### src/rtl/bakery_pkg.sv
// Shared types and helpers for the bakery ticket-lock arbiter.
package bakery_pkg;

  typedef enum logic [1:0] {
    IDLE = 2'd0,
    WAIT = 2'd1,
    CRIT = 2'd2
  } req_state;

  typedef enum logic {
    FREE = 1'b0,
    BUSY = 1'b1
  } arb_state;

  // Larger of two tickets; callers widen tickets to 32 bits before folding.
  function automatic int unsigned tk_max(input int unsigned a, input int unsigned b);
    return (a > b) ? a : b;
  endfunction

endpackage

### src/rtl/bakery_pick.sv
// Combinational winner selection: smallest nonzero ticket among waiting
// requesters, lowest index on equal tickets.
module bakery_pick
  import bakery_pkg::*;
#(
  parameter int TKMSB  = 3,
  parameter int HIPROC = 3,
  parameter int SELMSB = 1
) (
  input  logic [(HIPROC+1)*(TKMSB+1)-1:0] tickets,
  input  logic [HIPROC:0]                 wait_mask,
  output logic                            valid,
  output logic [SELMSB:0]                 index
);

  localparam int TW = TKMSB + 1;
  localparam int SW = SELMSB + 1;

  logic [TKMSB:0] best;
  logic [TKMSB:0] tk;

  // Ascending scan with strict less-than keeps the lowest index on ties.
  always_comb begin
    valid = 1'b0;
    index = '0;
    best  = '0;
    tk    = '0;
    for (int i = 0; i <= HIPROC; i++) begin
      tk = tickets[i*TW +: TW];
      if (wait_mask[i] && (tk != '0) && (!valid || (tk < best))) begin
        valid = 1'b1;
        index = SW'(i);
        best  = tk;
      end
    end
  end

endmodule

### src/rtl/bakery_arbiter.sv
// Bakery-ordered ticket lock guarding one shared resource. Tickets saturate
// at all ones instead of wrapping, so ordering degrades to index order but
// mutual exclusion is never lost.
module bakery_arbiter
  import bakery_pkg::*;
#(
  parameter int TKMSB  = 3,
  parameter int HIPROC = 3,
  parameter int SELMSB = 1
) (
  input  logic              clock,
  input  logic              reset,
  input  logic [HIPROC:0]   req,
  input  logic [HIPROC:0]   rel,
  output logic [HIPROC:0]   grant,
  output logic [SELMSB:0]   owner,
  output logic              busy,
  output logic              tk_sat
);

  localparam int          TW      = TKMSB + 1;
  localparam int          SW      = SELMSB + 1;
  localparam int unsigned TK_ALL1 = 32'((1 << TW) - 1);

  req_state       st_q [HIPROC:0];
  req_state       st_d [HIPROC:0];
  logic [TKMSB:0] tk_q [HIPROC:0];
  logic [TKMSB:0] tk_d [HIPROC:0];
  arb_state       arb_q, arb_d;
  logic [HIPROC:0] grant_q, grant_d;
  logic [SELMSB:0] owner_q, owner_d;
  logic            tksat_q, tksat_d;

  logic [(HIPROC+1)*TW-1:0] tk_flat;
  logic [HIPROC:0]          wait_mask;
  logic                     pick_vld;
  logic [SELMSB:0]          pick_idx;
  logic                     do_grant;
  int unsigned              max_all;
  logic                     tk_full;
  logic [TKMSB:0]           tk_new;

  // Flatten registered tickets and the WAIT mask for the picker.
  always_comb begin
    tk_flat   = '0;
    wait_mask = '0;
    for (int i = 0; i <= HIPROC; i++) begin
      tk_flat[i*TW +: TW] = tk_q[i];
      wait_mask[i]        = (st_q[i] == WAIT);
    end
  end

  bakery_pick #(
    .TKMSB (TKMSB),
    .HIPROC(HIPROC),
    .SELMSB(SELMSB)
  ) u_pick (
    .tickets  (tk_flat),
    .wait_mask(wait_mask),
    .valid    (pick_vld),
    .index    (pick_idx)
  );

  // Ticket for newcomers: max of registered tickets plus one, held at all ones.
  always_comb begin
    max_all = 0;
    for (int i = 0; i <= HIPROC; i++) begin
      max_all = tk_max(max_all, 32'(tk_q[i]));
    end
  end

  assign tk_full = (max_all == TK_ALL1);
  assign tk_new  = tk_full ? TW'(max_all) : TW'(max_all + 32'd1);

  // A winner that drops req in the same cycle withdraws and no grant is made.
  assign do_grant = (arb_q == FREE) && pick_vld && req[pick_idx];

  // State register for the arbiter, requesters, tickets and grant outputs.
  always_ff @(posedge clock) begin
    if (reset) begin
      arb_q   <= FREE;
      grant_q <= '0;
      owner_q <= '0;
      tksat_q <= 1'b0;
      for (int i = 0; i <= HIPROC; i++) begin
        st_q[i] <= IDLE;
        tk_q[i] <= '0;
      end
    end else begin
      arb_q   <= arb_d;
      grant_q <= grant_d;
      owner_q <= owner_d;
      tksat_q <= tksat_d;
      for (int i = 0; i <= HIPROC; i++) begin
        st_q[i] <= st_d[i];
        tk_q[i] <= tk_d[i];
      end
    end
  end

  // Arbiter next state: FREE grants the picked waiter, BUSY waits for the owner's release.
  always_comb begin
    arb_d = arb_q;
    case (arb_q)
      FREE:    if (do_grant) arb_d = BUSY;
      BUSY:    if (rel[owner_q]) arb_d = FREE;
      default: arb_d = FREE;
    endcase
  end

  // Per-requester next state, tickets, grant vector and saturation flag.
  always_comb begin
    grant_d = grant_q;
    owner_d = owner_q;
    tksat_d = tksat_q;
    for (int i = 0; i <= HIPROC; i++) begin
      st_d[i] = st_q[i];
      tk_d[i] = tk_q[i];
      case (st_q[i])
        IDLE: begin
          if (req[i]) begin
            st_d[i] = WAIT;
            tk_d[i] = tk_new;
            if (tk_full) tksat_d = 1'b1;
          end
        end
        WAIT: begin
          if (!req[i]) begin
            st_d[i] = IDLE;
            tk_d[i] = '0;
          end else if (do_grant && (pick_idx == SW'(i))) begin
            st_d[i]    = CRIT;
            grant_d[i] = 1'b1;
            owner_d    = SW'(i);
          end
        end
        CRIT: begin
          if (rel[i]) begin
            st_d[i]    = IDLE;
            tk_d[i]    = '0;
            grant_d[i] = 1'b0;
            owner_d    = '0;
          end
        end
        default: begin
          st_d[i] = IDLE;
          tk_d[i] = '0;
        end
      endcase
    end
  end

  // Outputs come straight from registered state.
  always_comb begin
    grant  = grant_q;
    owner  = owner_q;
    busy   = (arb_q == BUSY);
    tk_sat = tksat_q;
  end

endmodule

### config.mk
export PLATFORM = sky130hd
export DESIGN_NAME = bakery_arbiter
export DESIGN_NICKNAME = d
export VERILOG_FILES = /design/src/rtl/bakery_pkg.sv /design/src/rtl/bakery_pick.sv /design/src/rtl/bakery_arbiter.sv
export SDC_FILE = /design/constraint.sdc
export NUM_CORES = 1
export LEC_CHECK = 0
export ABC_AREA = 0
export CELL_PAD_IN_SITES_DETAIL_PLACEMENT = 0
export CELL_PAD_IN_SITES_GLOBAL_PLACEMENT = 1
export CORE_MARGIN = 8
export CORE_UTILIZATION = 45
export DETAILED_ROUTE_END_ITERATION = 10
export HOLD_SLACK_MARGIN = 0.08
export PLACE_DENSITY_LB_ADDON = 0.2
export SLEW_MARGIN = 20
export SYNTH_ARGS = -nofsm -noshare
export SYNTH_HDL_FRONTEND = slang
export SYNTH_HIERARCHICAL = 1
export SYNTH_SLANG_ARGS = --single-unit
### constraint.sdc
create_clock -name clock -period 7.6 [get_ports clock]
set_input_delay 0.76 -clock clock [delete_from_list [all_inputs] [get_ports clock]]
set_output_delay 0.76 -clock clock [all_outputs]
set_load 0.02 [all_outputs]
==> summary.txt, run 1 <==
Route
  • Detailed-router iteration count before antenna repair: 4
  • Length of routed met2 wiring: 3230 microns
  • Post-detailed-route DRC marker count: 0
  • Total length of routed met3 wires: between 90 and 100 microns
  • Via Count: 2505
  • DRT Wirelength: 6870 microns
  • Highest layer used for signal routing: met4
  • Starting DRC count in detailed routing: 121
  • Post-detailed-route count of antenna-violating nets: 0
  • Mean routed wirelength per cell: between 15 and 20 microns
  • Routed met1 length: roughly 3400 microns
  • Detailed-route vias per instance: 5.69

Die
  • Number of top-level pins: 18
  • Starting utilization of the core area: 0.467
  • Total die area: approximately 8900 sq um
  • Core area: 5920 sq um
  • Standard-cell rows: 28
  • Height of the die: 94.4 microns
  • Die Wd: 94.4 microns

Power
  • Peak supply drop: 0.117 mV
  • Power per unit of standard cell area: 232 nW/um^2
  • NetSw: 0.309 mW
  • Relative contribution of combinational cells to total power: 0.512
  • Overall power: 0.720 mW
  • Portion of total power attributed to the clock network: 0.190
  • Sequential group share of total power: 0.298
  • Internal power consumption: 0.410 mW
  • Leakage power figure: 1.21 nW
  • Switching power as a share of total power: 0.430

Synth
  • Post-synthesis simple-gate area fraction: 0.223
  • Post-synth EDFFs: 0
  • Top flip-flop cell by instance count after synthesis: sky130_fd_sc_hd__dfxtp_1
  • Share of the synthesized area in compound gates (AO/OA/AOI/OAI): 0.264
  • Total number of yosys warnings: 6
  • Fraction of synthesized cell area in xor and xnor cells: 0.00317
  • Post-synthesis instance area: 2770 sq um
  • Part of the Yosys area used for sequential elements: 0.232
  • Dominant combinational cell family by area after synthesis: compound AO/OA/AOI/OAI gates
  • Share of flip-flops with an asynchronous set or reset after synthesis: 0
  • Synth Area in Adders: 0.154
  • Syn_area_per_cell: 8.07 sq um
  • Instance count of the mapped netlist: 343
  • Nets in the synthesized netlist: 387
  • Number of distinct standard cells referenced by the synthesized netlist: 59
  • Flops & latches, synth: 32
  • Multiplexer area fraction after synthesis: 0.0724

Place
  • Port Buffer Count: 17
  • Half-perimeter wire length after detailed placement: 5500 microns
  • Weighted congestion reported at the end of routability-driven placement: 0.882

Clock network
  • Number of post-CTS setup repair buffers: 0
  • H-Tree Depth: 2
  • Cell at the root of the clock tree: sky130_fd_sc_hd__clkbuf_8
  • CTS buffer count: 5
  • Max clock buf depth: 2
  • Clk sink count: 32
  • Clock latency on the worst-skew pair: 0.28 ns
  • CTS tree: built
  • Hold-fix buffers at CTS: 0
  • Number of gates resized after cts: 0
  • CTS clock-pin slew for the worst setup and hold paths: 0.07 ns

Critical path
  • Top delay family on crit path: compound AO/OA/AOI/OAI gates
  • Startpoint types: flop
  • CP endpoint kind: flop
  • Slowest stage cell, crit path: sky130_fd_sc_hd__nor3_1
  • Maximum fanout encountered on the critical timing path: 9
  • Most numerous cell on the critical path: sky130_fd_sc_hd__ha_1
  • WP data required: 7.73 ns
  • Crit path arrival time: ~6.4 ns
  • CP bufs+invs: 1
  • Critical path class: reg2reg
  • Crit-path max cell delay: 0.43 ns

Timing
  • Setup-violating endpoint count in the final report: 0
  • Headroom to the max-slew limit: 0.404
  • Final setup skew: 0.00320 ns
  • Period utilisation layout: 0.820
  • Final hold slack: 0.472 ns
  • Time the worst path needs with I/O delays and setup: approximately 6.2 ns
  • Accumulated negative setup slack: 0 ns
  • Transition time at the pin with the least slew margin: ~0.9 ns
  • Final Hold Viols: 0
  • Setup repair after global routing missed its margin: no
  • Maximum clock frequency: 160 MHz
  • Slew Viols, Final: 0

Final layout
  • Filler cells: 603
  • Final-stage net count: 408
  • Multi-input gate area: between 1500 and 2000 sq um
  • Fraction of final layout cells with drive strength greater than 1: 0.0767
  • Sequential cell area in the final layout: 641 sq um
  • Synthesis-to-finish area growth: 12.1%
  • Final Util: 0.524
  • Antenna fix cells: 0

Global routing
  • Initial antenna violation count: 0
  • Total routing resource utilization after global routing: 0.162
  • Wire length of the first global-routing pass: 11500 microns
  • Vias in the first global route: 2430
  • Maximum number of pins on one net before global-route repair: 25
  • Final global-route overflow total: 0

Flow run
  • Number of max-capacitance violations reported: 0

Outcome
  • Status: completed

Hold path
  • Hold/Removal Path Class: reg2reg
-- worst paths after layout --
check / from / to / slack [ns] / cells after the start
max reg2reg: st_q[0][1]$_SDFFE_PP0P_ / st_q[2][0]$_SDFFE_PP0P_ / 1.36 / 25
max: st_q[0][1]$_SDFFE_PP0P_ / st_q[2][0]$_SDFFE_PP0P_ / 1.36 / 25
min reg2reg: grant[2]$_SDFFE_PP0P_ / grant[2]$_SDFFE_PP0P_ / 0.47 / 2
min: grant[2]$_SDFFE_PP0P_ / grant[2]$_SDFFE_PP0P_ / 0.47 / 2
-- layout by cell type (no fill, tap or decap), types with 2 or more instances in the layout --
cell type,n
sky130_fd_sc_hd__or2_0,2
sky130_fd_sc_hd__clkbuf_8,6
sky130_fd_sc_hd__nand2_1,36
sky130_fd_sc_hd__nor2_1,23
sky130_fd_sc_hd__dfxtp_1,32
sky130_fd_sc_hd__a22oi_1,3
sky130_fd_sc_hd__o211ai_2,2
sky130_fd_sc_hd__mux2_2,4
sky130_fd_sc_hd__o41ai_1,2
sky130_fd_sc_hd__nand3b_1,5
sky130_fd_sc_hd__clkdlybuf4s50_1,17
sky130_fd_sc_hd__a211oi_1,4
sky130_fd_sc_hd__a31oi_1,5
sky130_fd_sc_hd__a32oi_1,2
sky130_fd_sc_hd__o21ai_0,17
sky130_fd_sc_hd__o211ai_1,6
sky130_fd_sc_hd__or3_1,3
sky130_fd_sc_hd__ha_1,34
sky130_fd_sc_hd__mux2_1,3
sky130_fd_sc_hd__o21bai_1,4
sky130_fd_sc_hd__o41ai_2,2
sky130_fd_sc_hd__a22o_1,7
sky130_fd_sc_hd__nand3_1,10
sky130_fd_sc_hd__o21a_1,2
sky130_fd_sc_hd__nand4_1,3
sky130_fd_sc_hd__and4_1,2
sky130_fd_sc_hd__nor2b_1,10
sky130_fd_sc_hd__nand2b_1,9
sky130_fd_sc_hd__o22ai_1,2
sky130_fd_sc_hd__a21oi_1,32
sky130_fd_sc_hd__mux2i_1,7
sky130_fd_sc_hd__clkbuf_1,2
sky130_fd_sc_hd__nor4_1,3
sky130_fd_sc_hd__a21o_1,3
sky130_fd_sc_hd__nor3_1,4
sky130_fd_sc_hd__inv_1,33
-- registers in the layout (all words and copies together) (netlist names) --
signal	count
tk_sat	1
st_q	8
grant	4
owner	2
tk_q	16
busy	1
-- stage by stage --
step / cell area [sq um] / setup WS [ns] / std cells
CTS: 3100 / 1.38 / 440
floorplan: 2770 / 2.07 / 343
finish: 3100 / 1.36 / 440
detailed placement: 3010 / 1.40 / 432
global route: 3100 / 0.733 / 440
global placement: 3010 / 1.64 / 432
-- metal layers --
layer / up-vias / global-route usage
li1: 1291 / -
met1: 1181 / 0.202
met2: 25 / 0.276
met3: 8 / 0.0270
met4: 0 / 0.0542
met5: - / 0
-- tightest hold or removal path, cell delays in order, from the launching register on --
cell	delay, ns
sky130_fd_sc_hd__dfxtp_1	0.32
sky130_fd_sc_hd__nand2_1	0.05
sky130_fd_sc_hd__a21oi_1	0.05
-- cell usage after synthesis (2+ instances only) --
cell / instances / area, sq um
sky130_fd_sc_hd__a22oi_1: 3 / 22.5
sky130_fd_sc_hd__mux2i_1: 7 / 70.1
sky130_fd_sc_hd__a31oi_1: 5 / 31.3
sky130_fd_sc_hd__o21ai_0: 17 / 85.1
sky130_fd_sc_hd__a32oi_1: 2 / 17.5
sky130_fd_sc_hd__o21bai_1: 4 / 30.0
sky130_fd_sc_hd__o41ai_1: 2 / 17.5
sky130_fd_sc_hd__o211ai_2: 2 / 25.0
sky130_fd_sc_hd__or2_0: 2 / 12.5
sky130_fd_sc_hd__nor4_1: 3 / 18.8
sky130_fd_sc_hd__nand4_1: 3 / 18.8
sky130_fd_sc_hd__ha_1: 34 / 425
sky130_fd_sc_hd__clkbuf_1: 2 / 7.51
sky130_fd_sc_hd__nand2_1: 36 / 135
sky130_fd_sc_hd__a21oi_1: 32 / 160
sky130_fd_sc_hd__inv_1: 33 / 124
sky130_fd_sc_hd__dfxtp_1: 32 / 641
sky130_fd_sc_hd__o21a_1: 2 / 15.0
sky130_fd_sc_hd__or3_1: 3 / 18.8
sky130_fd_sc_hd__a211oi_1: 4 / 30.0
sky130_fd_sc_hd__o41ai_2: 2 / 32.5
sky130_fd_sc_hd__mux2_2: 4 / 45.0
sky130_fd_sc_hd__a21o_1: 3 / 22.5
sky130_fd_sc_hd__nor3_1: 4 / 20.0
sky130_fd_sc_hd__nor2_1: 23 / 86.3
sky130_fd_sc_hd__nand2b_1: 9 / 56.3
sky130_fd_sc_hd__a22o_1: 7 / 61.3
sky130_fd_sc_hd__and4_1: 2 / 17.5
sky130_fd_sc_hd__o211ai_1: 6 / 45.0
sky130_fd_sc_hd__nand3b_1: 5 / 37.5
sky130_fd_sc_hd__mux2_1: 3 / 33.8
sky130_fd_sc_hd__o22ai_1: 2 / 12.5
sky130_fd_sc_hd__nand3_1: 10 / 50.1
sky130_fd_sc_hd__nor2b_1: 10 / 62.6
-- area by class of cell --
| type | count | share of cell area |
|---|---|---|
| clock buffer | 8 | 0.0290 |
| inverter | 34 | 0.0411 |
| multi-input combinational | 274 | 0.638 |
| sequential | 32 | 0.207 |
| tap | 75 | 0.0303 |
| timing repair buffer | 17 | 0.0549 |
-- power groups by stage --
stage	sequential, mW	clock (mW)	combinational [mW]
floorplan	0.211	0	0.296
global placement	0.219	0	0.363
detailed placement	0.219	0	0.368
CTS	0.215	0.140	0.370
global route	0.219	0.146	0.410
finish	0.215	0.136	0.369
-- cells by family after synthesis --
family,Yosys count
fa+ha+maj,34
compound gates,103
xor+xnor,1
simple gates,119
flops,32
buf+inv,37
mux,17
Power figures use the tool's default switching activity.
==> run 2: changes to the inputs <==
==> constraint.sdc (replaced) <==
create_clock -name clock -period 6.4 [get_ports clock]
set_input_delay 0.64 -clock clock [delete_from_list [all_inputs] [get_ports clock]]
set_output_delay 0.64 -clock clock [all_outputs]
set_load 0.02 [all_outputs]
==> run 2 against run 1 <==
Clock power grew 18%. Wire length down 1.3%. Final cell count increased by 0.23%. Core utilization is 0.36 points higher. Count of clock-buffer cells in the layout is 2 lower. Register-to-register slack lost 0.88 ns. Worst setup slack worse by 0.88 ns. Sequential cell count unchanged. Largest cell class unchanged.
==> summary.txt, run 2 (synthesis results as in run 1) <==
Clock network
  • CTS tree: built
  • H-Tree Depth: 2 (unchanged)
  • Number of post-CTS setup repair buffers: 0 (unchanged)
  • Clk sink count: 32 (unchanged)
  • Hold-fix buffers at CTS: 0 (unchanged)
  • CTS clock-pin slew for the worst setup and hold paths: 0.07 ns (about the same)
  • Clock latency on the worst-skew pair: 0.28 ns (about the same)
  • CTS buffer count: 5 (unchanged)
  • Max clock buf depth: 2 (unchanged)
  • Number of gates resized after cts: 0 (unchanged)
  • Cell at the root of the clock tree: sky130_fd_sc_hd__clkbuf_8

Timing
  • Final Hold Viols: 0 (unchanged)
  • Accumulated negative setup slack: 0 ns (unchanged)
  • Setup repair after global routing missed its margin: no
  • Time the worst path needs with I/O delays and setup: 5.92 ns (-0.318 ns)
  • Slew Viols, Final: 0 (unchanged)
  • Final setup skew: 0.00380 ns (+0.000606 ns)
  • Transition time at the pin with the least slew margin: 0.853 ns (-0.0389 ns)
  • Headroom to the max-slew limit: 0.430 (+0.0260)
  • Period utilisation layout: 0.925 (+0.104)
  • Final hold slack: 0.476 ns (+0.00391 ns)
  • Maximum clock frequency: 169 MHz (+5.4%)
  • Setup-violating endpoint count in the final report: 0 (unchanged)

Critical path
  • Top delay family on crit path: compound AO/OA/AOI/OAI gates
  • CP endpoint kind: flop
  • Crit path arrival time: 6.05 ns (-0.32 ns)
  • WP data required: 6.53 ns (-1.20 ns)
  • Startpoint types: flop
  • Critical path class: reg2reg
  • Slowest stage cell, crit path: sky130_fd_sc_hd__mux2_2
  • CP bufs+invs: 1 (unchanged)
  • Maximum fanout encountered on the critical timing path: 9 (unchanged)
  • Crit-path max cell delay: 0.38 ns (-0.05 ns)
  • Most numerous cell on the critical path: sky130_fd_sc_hd__ha_1

Die
  • Starting utilization of the core area: 0.467 (unchanged)
  • Total die area: 8910 sq um (unchanged)
  • Number of top-level pins: 18 (unchanged)
  • Standard-cell rows: 28 (unchanged)
  • Die Wd: 94.4 microns (unchanged)
  • Height of the die: 94.4 microns (unchanged)
  • Core area: 5920 sq um (unchanged)

Route
  • Mean routed wirelength per cell: 15.4 microns (-1.5%)
  • Post-detailed-route count of antenna-violating nets: 0 (unchanged)
  • Post-detailed-route DRC marker count: 0 (unchanged)
  • Detailed-route vias per instance: 5.69 (about the same)
  • Via Count: 2511 (+0.24%)
  • Detailed-router iteration count before antenna repair: 4 (unchanged)
  • DRT Wirelength: 6780 microns (-1.3%)
  • Starting DRC count in detailed routing: 130 (+7.4%)

Place
  • Port Buffer Count: 17 (unchanged)
  • Half-perimeter wire length after detailed placement: 5440 microns (-1.0%)
  • Weighted congestion reported at the end of routability-driven placement: 0.862 (-2.4%)

Outcome
  • Status: completed

Final layout
  • Filler cells: 584 (-3.2%)
  • Largest Register: tk_q
  • Synthesis-to-finish area growth: 12.9%
  • Fraction of final layout cells with drive strength greater than 1: 0.0929 (+0.0162)
  • Most common cell after layout, fill and taps aside: sky130_fd_sc_hd__nand2_1
  • Final-stage net count: 409 (+0.25%)
  • Antenna fix cells: 0 (unchanged)
  • Largest register FFs: 16 (unchanged)
  • Commonest cells after routing, fill and taps aside: sky130_fd_sc_hd__nand2_1, sky130_fd_sc_hd__inv_1, sky130_fd_sc_hd__ha_1, sky130_fd_sc_hd__dfxtp_1, sky130_fd_sc_hd__a21oi_1

Global routing
  • Vias in the first global route: 2354 (-3.1%)
  • Total routing resource utilization after global routing: 0.157 (-0.00521)
  • Final global-route overflow total: 0 (unchanged)
  • Wire length of the first global-routing pass: 11200 microns (-2.4%)
  • Initial antenna violation count: 0 (unchanged)
  • Maximum number of pins on one net before global-route repair: 25 (unchanged)

Power
  • Portion of total power attributed to the clock network: 0.189 (about the same)
  • Switching power as a share of total power: 0.430 (about the same)
  • Power per unit of standard cell area: 274 nW/um^2 (+18%)
  • Leakage power figure: 1.22 nW (+0.83%)
  • Relative contribution of combinational cells to total power: 0.512 (about the same)
  • Peak supply drop: 0.136 mV (+16%)
  • Internal power consumption: 0.488 mW (+19%)
  • Sequential group share of total power: 0.299 (about the same)
  • NetSw: 0.367 mW (+19%)

Flow run
  • Number of max-capacitance violations reported: 0 (unchanged)

Hold path
  • Hold/Removal Path Class: reg2reg
## run 2: routing by layer
layer,up-vias,routed length [microns],global-route usage,share of wire
met5,-,0,0,0
met4,0,82,0.0502,0.012
met3,8,151,0.0246,0.022
met2,31,3320,0.268,0.49
met1,1172,3230,0.197,0.48
li1,1300,-,-,-
## run 2: power by group through the flow
| stage | clock network [mW] | registers, mW | logic (mW) |
|---|---|---|---|
| floorplan | 0 | 0.251 | 0.351 |
| global placement | 0 | 0.260 | 0.433 |
| detailed placement | 0 | 0.260 | 0.437 |
| CTS | 0.169 | 0.256 | 0.439 |
| global route | 0.175 | 0.259 | 0.492 |
| finish | 0.161 | 0.256 | 0.438 |
## run 2: area by class of cell
cell class | count | area, sq um | share of cell area
timing repair buffer | 18 | 178 | 0.0569
clock inverter | 2 | 10.0 | 0.00321
multi-input combinational | 274 | 1990 | 0.637
sequential | 32 | 641 | 0.205
inverter | 34 | 128 | 0.0409
tap | 75 | 93.8 | 0.0300
clock buffer | 6 | 82.6 | 0.0264
## run 2: worst reg2reg max path, cell delays in order (launching register included)
cell	delay, ns
sky130_fd_sc_hd__dfxtp_1	0.32
sky130_fd_sc_hd__inv_1	0.08
sky130_fd_sc_hd__ha_2	0.28
sky130_fd_sc_hd__nand2_1	0.11
sky130_fd_sc_hd__ha_1	0.30
sky130_fd_sc_hd__a21oi_1	0.23
sky130_fd_sc_hd__o21ai_0	0.16
sky130_fd_sc_hd__a21oi_2	0.27
sky130_fd_sc_hd__mux2_2	0.38
sky130_fd_sc_hd__ha_1	0.31
sky130_fd_sc_hd__a21oi_1	0.19
sky130_fd_sc_hd__a22oi_1	0.10
sky130_fd_sc_hd__or2_0	0.25
sky130_fd_sc_hd__a21o_1	0.21
sky130_fd_sc_hd__mux2_1	0.33
sky130_fd_sc_hd__ha_1	0.31
sky130_fd_sc_hd__a21o_1	0.18
sky130_fd_sc_hd__a211o_1	0.31
sky130_fd_sc_hd__nor4_1	0.18
sky130_fd_sc_hd__a211oi_1	0.10
sky130_fd_sc_hd__o211ai_1	0.33
sky130_fd_sc_hd__nand2_1	0.15
sky130_fd_sc_hd__nor3_2	0.28
sky130_fd_sc_hd__o21a_1	0.21
sky130_fd_sc_hd__nor2b_1	0.14
sky130_fd_sc_hd__nor3_1	0.05
## run 2: per-stage QoR
step / std cells / setup WS, ns / util / area, sq um / total power, mW
2_1_floorplan: 343 / 0.868 / - / 2770 / 0.602
3_3_place_gp: 433 / 0.429 / 0.510 / 3020 / 0.693
3_5_place_dp: 433 / 0.163 / 0.510 / 3020 / 0.698
4_1_cts: 441 / 0.156 / 0.526 / 3110 / 0.864
5_1_grt: 441 / 0.0260 / 0.527 / 3120 / 0.927
6_report: 441 / 0.483 / 0.527 / 3120 / 0.855
## run 2: worst paths after layout
check | startpoint | endpoint | slack, ns | depth (start not counted)
max | st_q[0][1]$_SDFFE_PP0P_ | st_q[2][0]$_SDFFE_PP0P_ | 0.48 | 25
min | grant[2]$_SDFFE_PP0P_ | grant[2]$_SDFFE_PP0P_ | 0.48 | 2
max reg2reg | st_q[0][1]$_SDFFE_PP0P_ | st_q[2][0]$_SDFFE_PP0P_ | 0.48 | 25
min reg2reg | grant[2]$_SDFFE_PP0P_ | grant[2]$_SDFFE_PP0P_ | 0.48 | 2
